File: src/rtl/rr_hold_arbiter.sv
// Round-robin arbiter: a grant is held while its owner keeps requesting, for at most
// MAX_HOLD cycles, then rotates to the next requester with no idle gap.
module rr_hold_arbiter #(
  parameter int N        = 5,
  parameter int MAX_HOLD = 4,
  parameter int IDW      = $clog2(N)
) (
  input  logic           clock,
  input  logic           reset,
  input  logic [N-1:0]   req,
  output logic [N-1:0]   gnt,
  output logic [IDW-1:0] gnt_id,
  output logic           busy,
  output logic           gnt_last
);

  localparam int HW = $clog2(MAX_HOLD + 1);

  typedef enum logic {IDLE, GRANT} state_t;

  state_t         state;
  logic [IDW-1:0] ptr;
  logic [HW-1:0]  hold_cnt;
  logic [IDW-1:0] rel_ptr;
  logic [IDW-1:0] idle_win;
  logic [IDW-1:0] rel_win;
  logic           idle_found;
  logic           rel_found;
  logic           hold_more;

  // Returns {found, index} of the first set request scanning from start, wrapping modulo N.
  function automatic logic [IDW:0] search(input logic [N-1:0] r, input logic [IDW-1:0] start);
    logic [IDW:0] res;
    int           idx;
    res = '0;
    for (int k = N - 1; k >= 0; k--) begin
      idx = int'(start) + k;
      if (idx >= N) idx = idx - N;
      if (r[idx]) res = {1'b1, IDW'(idx)};
    end
    return res;
  endfunction

  // gnt_id doubles as the owner register; it is only meaningful while busy.
  assign rel_ptr   = (int'(gnt_id) == N - 1) ? '0 : gnt_id + 1'b1;
  assign {idle_found, idle_win} = search(req, ptr);
  assign {rel_found, rel_win}   = search(req, rel_ptr);
  assign hold_more = req[gnt_id] && (hold_cnt < HW'(MAX_HOLD));
  assign gnt_last  = busy && (hold_cnt == HW'(MAX_HOLD));

  always_ff @(posedge clock) begin
    if (reset) begin
      state    <= IDLE;
      gnt      <= '0;
      gnt_id   <= '0;
      busy     <= 1'b0;
      ptr      <= '0;
      hold_cnt <= '0;
    end else begin
      case (state)
        IDLE: begin
          if (idle_found) begin
            state    <= GRANT;
            gnt      <= {{(N-1){1'b0}}, 1'b1} << idle_win;
            gnt_id   <= idle_win;
            busy     <= 1'b1;
            hold_cnt <= HW'(1);
          end
        end
        GRANT: begin
          if (hold_more) begin
            hold_cnt <= hold_cnt + 1'b1;
          end else begin
            // Release: the search restarts just past the old owner, so a sole
            // requester wraps back to itself and keeps the grant without a gap.
            ptr <= rel_ptr;
            if (rel_found) begin
              gnt      <= {{(N-1){1'b0}}, 1'b1} << rel_win;
              gnt_id   <= rel_win;
              hold_cnt <= HW'(1);
            end else begin
              state    <= IDLE;
              gnt      <= '0;
              busy     <= 1'b0;
              hold_cnt <= '0;
            end
          end
        end
        default: state <= IDLE;
      endcase
    end
  end

endmodule
File: config.mk
export PLATFORM = sky130hd
export DESIGN_NAME = rr_hold_arbiter
export DESIGN_NICKNAME = d
export VERILOG_FILES = /design/src/rtl/rr_hold_arbiter.sv
export SDC_FILE = /design/constraint.sdc
export NUM_CORES = 1
export LEC_CHECK = 0
export ABC_AREA = 1
export CELL_PAD_IN_SITES_DETAIL_PLACEMENT = 2
export CELL_PAD_IN_SITES_GLOBAL_PLACEMENT = 2
export CORE_MARGIN = 3
export CORE_UTILIZATION = 36
export CTS_CLUSTER_DIAMETER = 30
export DETAILED_ROUTE_END_ITERATION = 6
export DONT_BUFFER_PORTS = 1
export PLACE_DENSITY = 0.89
export SETUP_SLACK_MARGIN = 0.02
export SYNTH_ARGS = -nofsm -noshare
export SYNTH_HDL_FRONTEND = slang
export SYNTH_SLANG_ARGS = --single-unit
File: constraint.sdc
create_clock -name clock -period 8.4 [get_ports clock]
set_input_delay 2.52 -clock clock [delete_from_list [all_inputs] [get_ports clock]]
set_output_delay 2.52 -clock clock [all_outputs]
set_load 0.02 [all_outputs]
# After elaboration in Yosys (flattened, before gate mapping)
# Index checks and enable logic that the tools add are counted.
# word_totals
word_cells	137
regBits	16
# classes
n_reduce_logical	6
n_eq_ne	6
n_shift	2
order_cmp	22
n_addsub	20
bitwise	2
n_mux	73
# ops
operator	count
$lt 32x5->1 const B	10
$mux 32	10
$mux 4	10
$sub 4x3->5 const B	8
$bmux 1 s3	11
$ge 4x3->1 const B	8
$mux 1	28
$mux 3	6
$add 3x2->4 const B	4
$mux 5	3
$pmux 3 s2	2
$pmux 5 s2	1
$shl 1x3->5 const A	2
$add 3x1->4 const B	2
$add 3x3->4 const B	2
$sub 3x3->4 const B	2
$add 3x1->3 const B	2
$eq 3x3->1 const B	2
$ge 3x3->1 const B	2
$ne 2x2->1 const B	3
$reduce_and 3->1	2
$lt 3x4->1 const B	1
$pmux 1 s2	2
$reduce_and 2->1	2
4 further kinds	6

# Logic depth before layout (Yosys ltp)
# Gate-level depths: netlist of run 1.
# logic_depth
word_depth	17
ltp_mapped	25
depth_no_buf	24

# Worst setup path before layout of run 1
# Ideal clock, no wire load.
# synth_timing
path_type	in2reg
startpoint	input req[0]
endpoint	register gnt[3]
required_ns	8.330
arrival_ns	3.914
setup_time_ns	0.070
setup_slack_ns	4.416
stages	16
path_buffers	1
cell_sequence	clkbuf_1 -> inv_1 -> o21ai_0 -> nand2_1 -> nand2_1 -> nand2_1 -> nand2_1 -> o21bai_1 -> nand3_1 -> nand2_1 -> nand2_1 -> nand2_1 -> inv_1 -> nor2_1 -> nor2_1 -> a21oi_1
# synth_between
elab_chain_cells	12
word_cells_on_any_way	52
classes_between	2 x eq/ne; 2 x shift; 46 x mux; 2 x reduce/logical
# synth_rtl
item	line_no	text
start, declared	10	input logic [N-1:0] req,
$bmux 1 s3	39	if (r[idx]) res = {1'b1, IDW'(idx)};
$mux 1 (implied by the code) (2 in a row)	39	
$mux 4 (5 in a row)	39	
$shl 1x3->5	78	gnt <= {{(N-1){1'b0}}, 1'b1} << rel_win;
$mux 5	77	if (rel_found) begin
$mux 5	71	if (hold_more) begin
$pmux 5 s2	60	case (state)
end signal, assigned	64	gnt <= {{(N-1){1'b0}}, 1'b1} << idle_win;
end signal, assigned	78	
end, declared	11	output logic [N-1:0] gnt,
# Several ways; a longest one is shown, not always the timed one. The select of a mux whose other input is x is not followed.
# A chain may end at the register's enable or synchronous reset.

# Final worst setup path of run 1
# layout_timing
startpoint	register gnt_id[0]
endpoint	register hold_cnt[0]
# layout_between
elab_chain_cells	16
word_cells_on_any_way	48
classes_between	10 x add/sub; 5 x order compare; 1 x eq/ne; 31 x mux; 1 x reduce/logical
# layout_rtl
item	line_no	text
start, declared	12	output logic [IDW-1:0] gnt_id,
start signal, assigned	65	gnt_id <= idle_win;
start signal, assigned	79	gnt_id <= rel_win;
$add 3x1->3 or $eq 3x3->1 (tied branches)	45	assign rel_ptr = (int'(gnt_id) == N - 1) ? '0 : gnt_id + 1'b1;
$mux 3 (*)	45	
named net rel_ptr[1]	24	logic [IDW-1:0] rel_ptr;
$add 3x3->4	37	idx = int'(start) + k;
$sub 4x3->5 or $ge 4x3->1 (tied branches)	38	if (idx >= N) idx = idx - N;
$mux 32	38	
$bmux 1 s3	39	
$mux 1 (implied by the code) (2 in a row)	39	
$mux 4 (4 in a row)	39	
$mux 4 (*)	39	
$mux 1 (*)	77	
$mux 3 (*)	71	
$pmux 3 s2 (*)	60	
end signal, assigned	72	hold_cnt <= hold_cnt + 1'b1;
end, declared	23	logic [HW-1:0] hold_cnt;
# The timed path passes the listed nets; every way through them passes the cells marked *. The select of a mux whose other input is x is not followed.

==> flow_metrics.env, run 1 <==
export IMPL_status="finished, final reports clean"
export IMPL_clk_pin_slew_ns=0.08
export IMPL_postCtsHoldBufs=0
export IMPL_slew_viol_final=0
export IMPL_drv_cap=0
export IMPL_antenna_found_initial=0
export IMPL_clockBufferDepth=2
export IMPL_skew_ns=0.00102
export IMPL_synth_area_per_cell_um2=5.44
export IMPL_hp_class="register to register"
export IMPL_cp_end_kind="register"
export IMPL_cts_tree="done"
export IMPL_criticalPathCategory="register to register"
export IMPL_required_ns=8.53
export IMPL_cts_setup_buffers=0
export IMPL_relSlewSlack_pct=58.0
export IMPL_wl_per_cell_um=22.0
export IMPL_cp_max_fo=11
export IMPL_fmax_mhz=221
export IMPL_grt_use_total_pct=31.7
export IMPL_synth_nets=546
export IMPL_period_needed_ns=4.53
export IMPL_setup_violations=0
export IMPL_tns_ns=0
export IMPL_numCtsBuffers=3
export IMPL_drt_iter0_drc=192
export IMPL_vias_per_cell=5.81
export IMPL_port_buffers=0
export IMPL_synth_top_cell_by_area="nand2_1"
export IMPL_num_rows=31
export IMPL_drc=0
export IMPL_synth_warnings=0
export IMPL_root_buffer="clkbuf_8"
export IMPL_drive_gt1_share_pct=7.28
export IMPL_clk_latency_ns=0.26
export IMPL_start_util_pct=37.7
export IMPL_dieHeight_um=93.8
export IMPL_final_nets=544
export IMPL_syn_instance_count=511
export IMPL_cts_resized=0
export IMPL_antenna_diode_count=0
export IMPL_postRouteAntennaNets=0
export IMPL_yosysTopAreaCellShare_pct=23.2
export IMPL_numClockSinks=16
export IMPL_core_mm2=0.00737
export IMPL_syn2layout_area_growth_pct=5.23
export IMPL_gp_congestion=0.846
export IMPL_yosys_register_bits=16
export IMPL_finalCritPeriodShare_pct=53.9
export IMPL_ys_types=33
export IMPL_ys_top_cells_by_area="nand2_1 (23%), nand3_1 (14%), ha_1 (13%), dfxtp_1 (12%), inv_1 (8.0%)"
export IMPL_grt_overflow=0
export IMPL_arrival_ns=4.66
export IMPL_worst_slew_pin_slew_ns=0.624
export IMPL_die_area_mm2=0.00881
export IMPL_die_x_um=93.8
export IMPL_hold_violations=0
export IMPL_syn_cell_area_mm2=0.00278
export IMPL_grt_pass1_wl_um=21800
export IMPL_first_pass_iters=5
export IMPL_startpoint_type="register"
export IMPL_wirelength_um=13400
export IMPL_grt_max_degree=17
export IMPL_post_dp_hpwl_um=9120
export IMPL_rsz0062_at_grt="no"
export IMPL_seq_area_frac_synth_pct=11.5
export IMPL_htreeDepth=1
export IMPL_vias=3529
export IMPL_grt_pass1_vias=4022
export IMPL_io_pins=17
==> final cells by class <==
type                            count  area, um2
Clock buffer                        4       55.1
Fill cell                         963       4450
Inverter                           73        277
Multi-Input combinational cell    415       2150
Sequential cell                    16        320
Tap cell                           99        124
==> sequential cells by signal, indices dropped and copies added (netlist names) <==
name      flops
gnt           5
hold_cnt      3
busy          1
gnt_id        3
ptr           3
state         1
==> per-layer routing <==
layer,share of wire (%),vias up,track usage [%]
met4,1.8,0,8.06
met5,0,-,0
met1,45,1779,41.0
met2,49,90,56.3
met3,3.9,19,2.64
li1,-,1641,-
==> critical path, stage by stage (launching register included) <==
cell and delay [ns]:
dfxtp_1 0.72, inv_2 0.26, ha_1 0.50, inv_1 0.43, ha_1 0.26, inv_1 0.07
ha_1 0.33, nand2_1 0.12, nand2_2 0.15, nand2_2 0.09, nand2_1 0.12, nand2_1 0.09
nand3_1 0.07, nand2_1 0.10, nand2_1 0.18, nand2_1 0.08, nor2_1 0.17, nand2_1 0.12
nand2_1 0.19, nand2_1 0.08, o21ai_0 0.10, a21oi_1 0.15
==> per-stage QoR <==
| stage | area [um2] | hold WS, ns | std cells | utilization [%] | worst slack, ns |
|---|---|---|---|---|---|
| after floorplan | 2780 | 0.446 | 511 | - | 4.42 |
| after global placement | 2870 | 0.464 | 603 | 38.9 | 4.20 |
| after detailed placement | 2870 | 0.500 | 603 | 38.9 | 4.06 |
| after CTS | 2920 | 0.512 | 607 | 39.7 | 3.99 |
| after global routing | 2920 | 0.530 | 607 | 39.7 | 3.56 |
| final | 2920 | 0.519 | 607 | 39.7 | 3.87 |
==> cells in the mapped netlist <==
library cell    n
a21oi_2         4
inv_1          59
nor3_2          1
clkbuf_1        3
o21bai_1        1
clkinv_1        4
dfxtp_1        16
buf_2           2
and2_1          1
o21ai_0        28
xor2_1          5
nand2_2        14
clkbuf_2        1
nor3_1          4
nand3_2         1
nand2_4         1
a21boi_1        2
nor2_1         29
o211ai_1        1
nand3_4         1
inv_2           9
buf_4           1
nand3b_1        2
a21oi_1        24
o21ai_1         7
nand3_1        79
o21ai_2         1
inv_4           1
nand4_1         7
nand2_1       172
a31oi_1         1
o22ai_1         1
ha_1           28
==> cells by family (layout without fill, tap and decap cells) <==
family	Yosys count	after routing	synth area share (%)
AND/OR/NAND/NOR	312	312	49.4
buffers and inverters	80	77	11.2
AO/OA/AOI/OAI	70	70	13.7
adder cells (fa/ha/maj)	28	28	12.6
flip-flops	16	16	11.5
XOR/XNOR	5	5	1.58
==> final timing paths <==
kind	startpoint	to	slack (ns)	depth (start not counted)
setup reg to reg	gnt_id[0]	hold_cnt[0]	3.87	21
hold reg to reg	hold_cnt[2]	hold_cnt[2]	0.52	2
hold / removal	hold_cnt[2]	hold_cnt[2]	0.52	2
setup / recovery	gnt_id[0]	hold_cnt[0]	3.87	21
==> cell usage in the layout, fill, tap and decap left out, drive strengths merged <==
master / n
inv: 69
clkinv: 4
o211ai: 1
a21oi: 28
nor3: 5
clkbuf: 4
a21boi: 2
o21bai: 1
nand4: 7
ha: 28
o21ai: 36
nand2: 187
xor2: 5
and2: 1
nor2: 29
dfxtp: 16
nand3b: 2
nand3: 81
o22ai: 1
a31oi: 1
Power of run 1 is not shown: default switching activity piles up to over one toggle a cycle in this logic, so the estimate is an artifact.
==> run 2, diff against run 1 <==
CORE_UTILIZATION = 33   (was 36)
PLACE_DENSITY = 0.82   (was 0.89)
clock period = 4.3 ns   (was 8.4 ns; I/O delays follow)
==> flow_metrics.env, run 2 (synthesized netlist as in run 1, its figures left out) <==
export IMPL_antenna_diode_count=0
export IMPL_clk_pin_slew_ns=0.08
export IMPL_skew_ns=0.00598
export IMPL_clockBufferDepth=2
export IMPL_core_mm2=0.00793
export IMPL_port_buffers=0
export IMPL_rsz0062_at_grt="no"
export IMPL_cts_setup_buffers=0
export IMPL_regMostFlops="gnt"
export IMPL_drt_iter0_drc=137
export IMPL_cp_end_kind="register"
export IMPL_drc=0
export IMPL_fmax_mhz=259
export IMPL_die_x_um=97.7
export IMPL_multi_input_area_mm2=0.00215
export IMPL_regArea_um2=320
export IMPL_gp_congestion=0.838
export IMPL_worst_slew_pin_slew_ns=0.631
export IMPL_period_needed_ns=3.86
export IMPL_vias=3288
export IMPL_htreeDepth=1
export IMPL_cts_resized=0
export IMPL_finalCritPeriodShare_pct=89.8
export IMPL_fin_cells=612
export IMPL_wl_per_cell_um=17.4
export IMPL_criticalPathCategory="register to register"
export IMPL_arrival_ns=4.01
export IMPL_postCtsHoldBufs=0
export IMPL_vias_per_cell=5.37
export IMPL_drv_cap=0
export IMPL_die_area_mm2=0.00955
export IMPL_post_dp_hpwl_um=8740
export IMPL_cp_max_fo=11
export IMPL_grt_pass1_vias=3621
export IMPL_numCtsBuffers=3
export IMPL_cts_tree="done"
export IMPL_num_rows=32
export IMPL_numClockSinks=16
export IMPL_syn2layout_area_growth_pct=5.90
export IMPL_hp_class="register to register"
export IMPL_first_pass_iters=4
export IMPL_dieHeight_um=97.7
export IMPL_grt_overflow=0
export IMPL_drive_gt1_share_pct=7.65
export IMPL_antenna_found_initial=0
export IMPL_dp_cells=608
export IMPL_wirelength_um=10600
export IMPL_setup_violations=0
export IMPL_status="finished, final reports clean"
export IMPL_tns_ns=0
export IMPL_final_nets=546
export IMPL_fillers=1076
export IMPL_slew_viol_final=0
export IMPL_required_ns=4.45
export IMPL_layout_common_cells="nand2_1 (172), nand3_1 (79), inv_1 (59)"
export IMPL_grt_use_total_pct=22.5
export IMPL_io_pins=17
export IMPL_clk_latency_ns=0.26
export IMPL_startpoint_type="register"
export IMPL_largest_reg_flops=5
export IMPL_final_common_cell="nand2_1"
export IMPL_start_util_pct=35.0
export IMPL_grt_pass1_wl_um=18000
export IMPL_grt_max_degree=17
export IMPL_postRouteAntennaNets=0
export IMPL_hold_violations=0
export IMPL_root_buffer="clkbuf_8"
export IMPL_relSlewSlack_pct=57.8
==> run 2: cell types whose count changed in the layout (fill, tap and decap cells not counted), sizes merged <==
cell and change:
buf +2
==> run 2: per-layer routing <==
metal	vias up	global-route usage (%)	share of wire, %
li1	1645	-	-
met1	1585	30.5	50
met2	48	39.4	46
met3	10	2.57	3.1
met4	0	3.09	1.0
met5	-	0	0
==> run 2: stage by stage <==
stage                     cell area [um2]  utilization [%]  worst slack, ns  hold slack [ns]
after floorplan                      2780                -             1.13            0.446
after global placement               2890             36.4            0.629            0.462
after detailed placement             2890             36.4            0.479            0.525
after CTS                            2940             37.1            0.464            0.535
after global routing                 2940             37.1           0.0896            0.549
final                                2940             37.1            0.440            0.521
==> run 2: worst max-delay path: stages, from the launching register on <==
cell and delay (ns):
dfxtp_1 0.57, inv_1 0.17, ha_1 0.47, inv_1 0.25, ha_1 0.42, nor2_1 0.13, nand3_1 0.11, nand2_1 0.14
nand2_2 0.13, o21ai_1 0.26, nand3_1 0.11, nand2_1 0.12, nand2_1 0.12, nand2_1 0.10, nand2_1 0.05, o21ai_1 0.11
nand2_1 0.13, o21ai_0 0.24, a21oi_1 0.10
==> run 2: area by class of cell <==
| cell class | instances | share of cell area [%] |
|---|---|---|
| repair buffers | 2 | 0.510 |
| multi-input cells | 415 | 73.0 |
| clock buffers | 4 | 1.87 |
| inverters | 73 | 9.40 |
| well taps | 102 | 4.34 |
| flip-flops and latches | 16 | 10.9 |
==> run 2: worst paths after layout <==
kind          startpoint     endpoint  slack [ns]  cells after the start
max reg2reg    gnt_id[1]    gnt_id[2]        0.44                     18
max            gnt_id[1]    gnt_id[2]        0.44                     18
min reg2reg  hold_cnt[2]  hold_cnt[2]        0.52                      2
min          hold_cnt[2]  hold_cnt[2]        0.52                      2
Power of run 2 is left out for the same reason.
==> run 3, diff against run 2 <==
GPL_ROUTABILITY_DRIVEN = 1   (was default)
GPL_TIMING_DRIVEN = 1   (was default)
==> results of run 3 <==
The final DEF is identical to that of run 2; final timing and power are the same.
Power of run 3 is left out for the same reason.
==> RTL change (config.mk and constraints of run 3) <==
Change the parameter `MAX_HOLD` from 4 to 2.
--- a/src/rtl/rr_hold_arbiter.sv
+++ b/src/rtl/rr_hold_arbiter.sv
@@ -3,5 +3,5 @@
 module rr_hold_arbiter #(
   parameter int N        = 5,
-  parameter int MAX_HOLD = 4,
+  parameter int MAX_HOLD = 2,
   parameter int IDW      = $clog2(N)
 ) (
Behaviour: not the same (a bounded check fails within 4 cycles, from zero or initial values and one cycle with reset high).
==> RTL change against run 3 <==
Non-clock buffer count up 1. Routed wire length up 4.7%. Worst setup slack worse by 0.034 ns. Largest cell class unchanged. Sequential share of layout area down 0.98 points. Design area up 3.1%. Synthesized area up 3.9%. Sequential cell count down 1. Utilization down 0.76 points. Die area up 3.7%.
Power is not shown: default switching activity piles up to over one toggle a cycle in this logic, so the estimate is an artifact.
==> RTL change: results (changes against run 3) <==
<table>
<tr><th>Metric</th><th>Value</th></tr>
<tr><th colspan="2">Run status</th></tr>
<tr><td>Result of the run</td><td>completed</td></tr>
<tr><th colspan="2">Setup path</th></tr>
<tr><td>Max FO, Critical Path</td><td>11 (unchanged)</td></tr>
<tr><td>Number of cell instances on the worst register-to-register path</td><td>21 (+3)</td></tr>
<tr><td>Minimum setup slack among reg-to-reg paths</td><td>0.41 ns (-0.03 ns)</td></tr>
<tr><td>Largest stage delay on the critical path</td><td>0.55 ns (-0.02 ns)</td></tr>
<tr><td>Arr. time, crit path</td><td>4.04 ns (+0.03 ns)</td></tr>
<tr><th colspan="2">Placement</th></tr>
<tr><td>Pre-CTS setup slack</td><td>0.538 ns (+0.0587 ns)</td></tr>
<tr><td>Post-detail-place hpwl</td><td>8810 um (+0.79%)</td></tr>
<tr><td>Post-placement cell area</td><td>2990 um^2 (+3.5%)</td></tr>
<tr><td>Placer Congestion</td><td>0.853 (+1.8%)</td></tr>
<tr><th colspan="2">Synthesis</th></tr>
<tr><td>Cell types with the highest counts after synthesis</td><td>nand2_1 (148), nand3_1 (69), inv_1 (60)</td></tr>
<tr><td>Synthesized Nets</td><td>532 (-2.6%)</td></tr>
<tr><td>Cell variety after synth</td><td>44 (+33%)</td></tr>
<tr><td>Ranking of synthesized cells by area</td><td>nand2_1 (19%), ha_1 (12%), nand3_1 (12%), dfxtp_1 (10%), inv_1 (7.8%)</td></tr>
<tr><th colspan="2">Route</th></tr>
<tr><td>DR vias</td><td>3256 (-0.97%)</td></tr>
<tr><td>Number of detailed-route iterations in the first pass</td><td>6 (+2)</td></tr>
<tr><td>Total met2 wirelength after detailed routing</td><td>5600 um (+14%)</td></tr>
<tr><td>Routed wire length on met3</td><td>280 um (-15%)</td></tr>
<tr><td>1st-iter DRT viols</td><td>151 (+10%)</td></tr>
<tr><td>Post-DR wirelength/cell</td><td>18.5 um (+6.4%)</td></tr>
<tr><th colspan="2">GRT</th></tr>
<tr><td>Wire length of the first global-routing pass</td><td>18800 um (+4.5%)</td></tr>
<tr><td>Global routing usage summed across all routing layers</td><td>23.4% (+0.90 points)</td></tr>
<tr><td>Maximum number of pins on one net before global-route repair</td><td>16 (-1)</td></tr>
<tr><td>Vias in the first global route</td><td>3564 (-1.6%)</td></tr>
<tr><th colspan="2">Timing</th></tr>
<tr><td>Tightest Pin Transition</td><td>0.672 ns (+0.0413 ns)</td></tr>
<tr><td>Highest attainable clock frequency</td><td>257 MHz (-0.88%)</td></tr>
<tr><td>Clock Skews</td><td>0.00132 ns (-0.00466 ns)</td></tr>
<tr><th colspan="2">Finish</th></tr>
<tr><td>Share of layout cells above drive strength 1</td><td>11.9% (+4.2 points)</td></tr>
<tr><td># fillers</td><td>1107 (+2.9%)</td></tr>
</table>
## RTL change: cell type report
| type | instances | area share [%] |
|---|---|---|
| inverter | 68 | 8.50 |
| clock buffer | 4 | 1.49 |
| timing repair buffer | 3 | 0.743 |
| multi-input combinational | 407 | 75.0 |
| sequential | 15 | 9.91 |
| tap | 105 | 4.33 |
## RTL change: layer usage
metal  vias to the layer above  track usage [%]
met5                         -                0
met4                         0             4.83
met3                         9             2.31
met2                        40             42.5
met1                      1601             29.9
li1                       1606                -
## RTL change: cell families (layout without fill, tap and decap cells)
group	after synthesis	after routing	synth area share, %
XOR/XNOR	8	8	2.95
buffers and inverters	75	75	10.8
AO/OA/AOI/OAI	64	64	13.2
AND/OR/NAND/NOR	306	306	50.2
flip-flops	15	15	10.4
adder cells (fa/ha/maj)	28	28	12.1
multiplexers	1	1	0.390
## RTL change: metrics by stage
| step | std cells | hold slack [ns] | util [%] |
|---|---|---|---|
| after floorplan | 497 | 0.455 | - |
| after global placement | 598 | 0.516 | 35.8 |
| after detailed placement | 598 | 0.530 | 35.8 |
| after CTS | 602 | 0.544 | 36.3 |
| after global routing | 602 | 0.562 | 36.3 |
| final | 602 | 0.540 | 36.3 |
## RTL change: path summary, 6_finish.rpt
check                            from                       end
max            gnt_id[1]$_SDFFE_PP0P_    gnt_id[0]$_SDFFE_PP0P_
min          hold_cnt[1]$_SDFFE_PP0N_  hold_cnt[1]$_SDFFE_PP0N_
max reg2reg    gnt_id[1]$_SDFFE_PP0P_    gnt_id[0]$_SDFFE_PP0P_
min reg2reg  hold_cnt[1]$_SDFFE_PP0N_  hold_cnt[1]$_SDFFE_PP0N_
## RTL change: tightest hold or removal path, delay by kind of cell, from the launching register on
family          cells  cell delay [ns]
simple gates        1             0.09
compound gates      1             0.05
flops               1             0.36
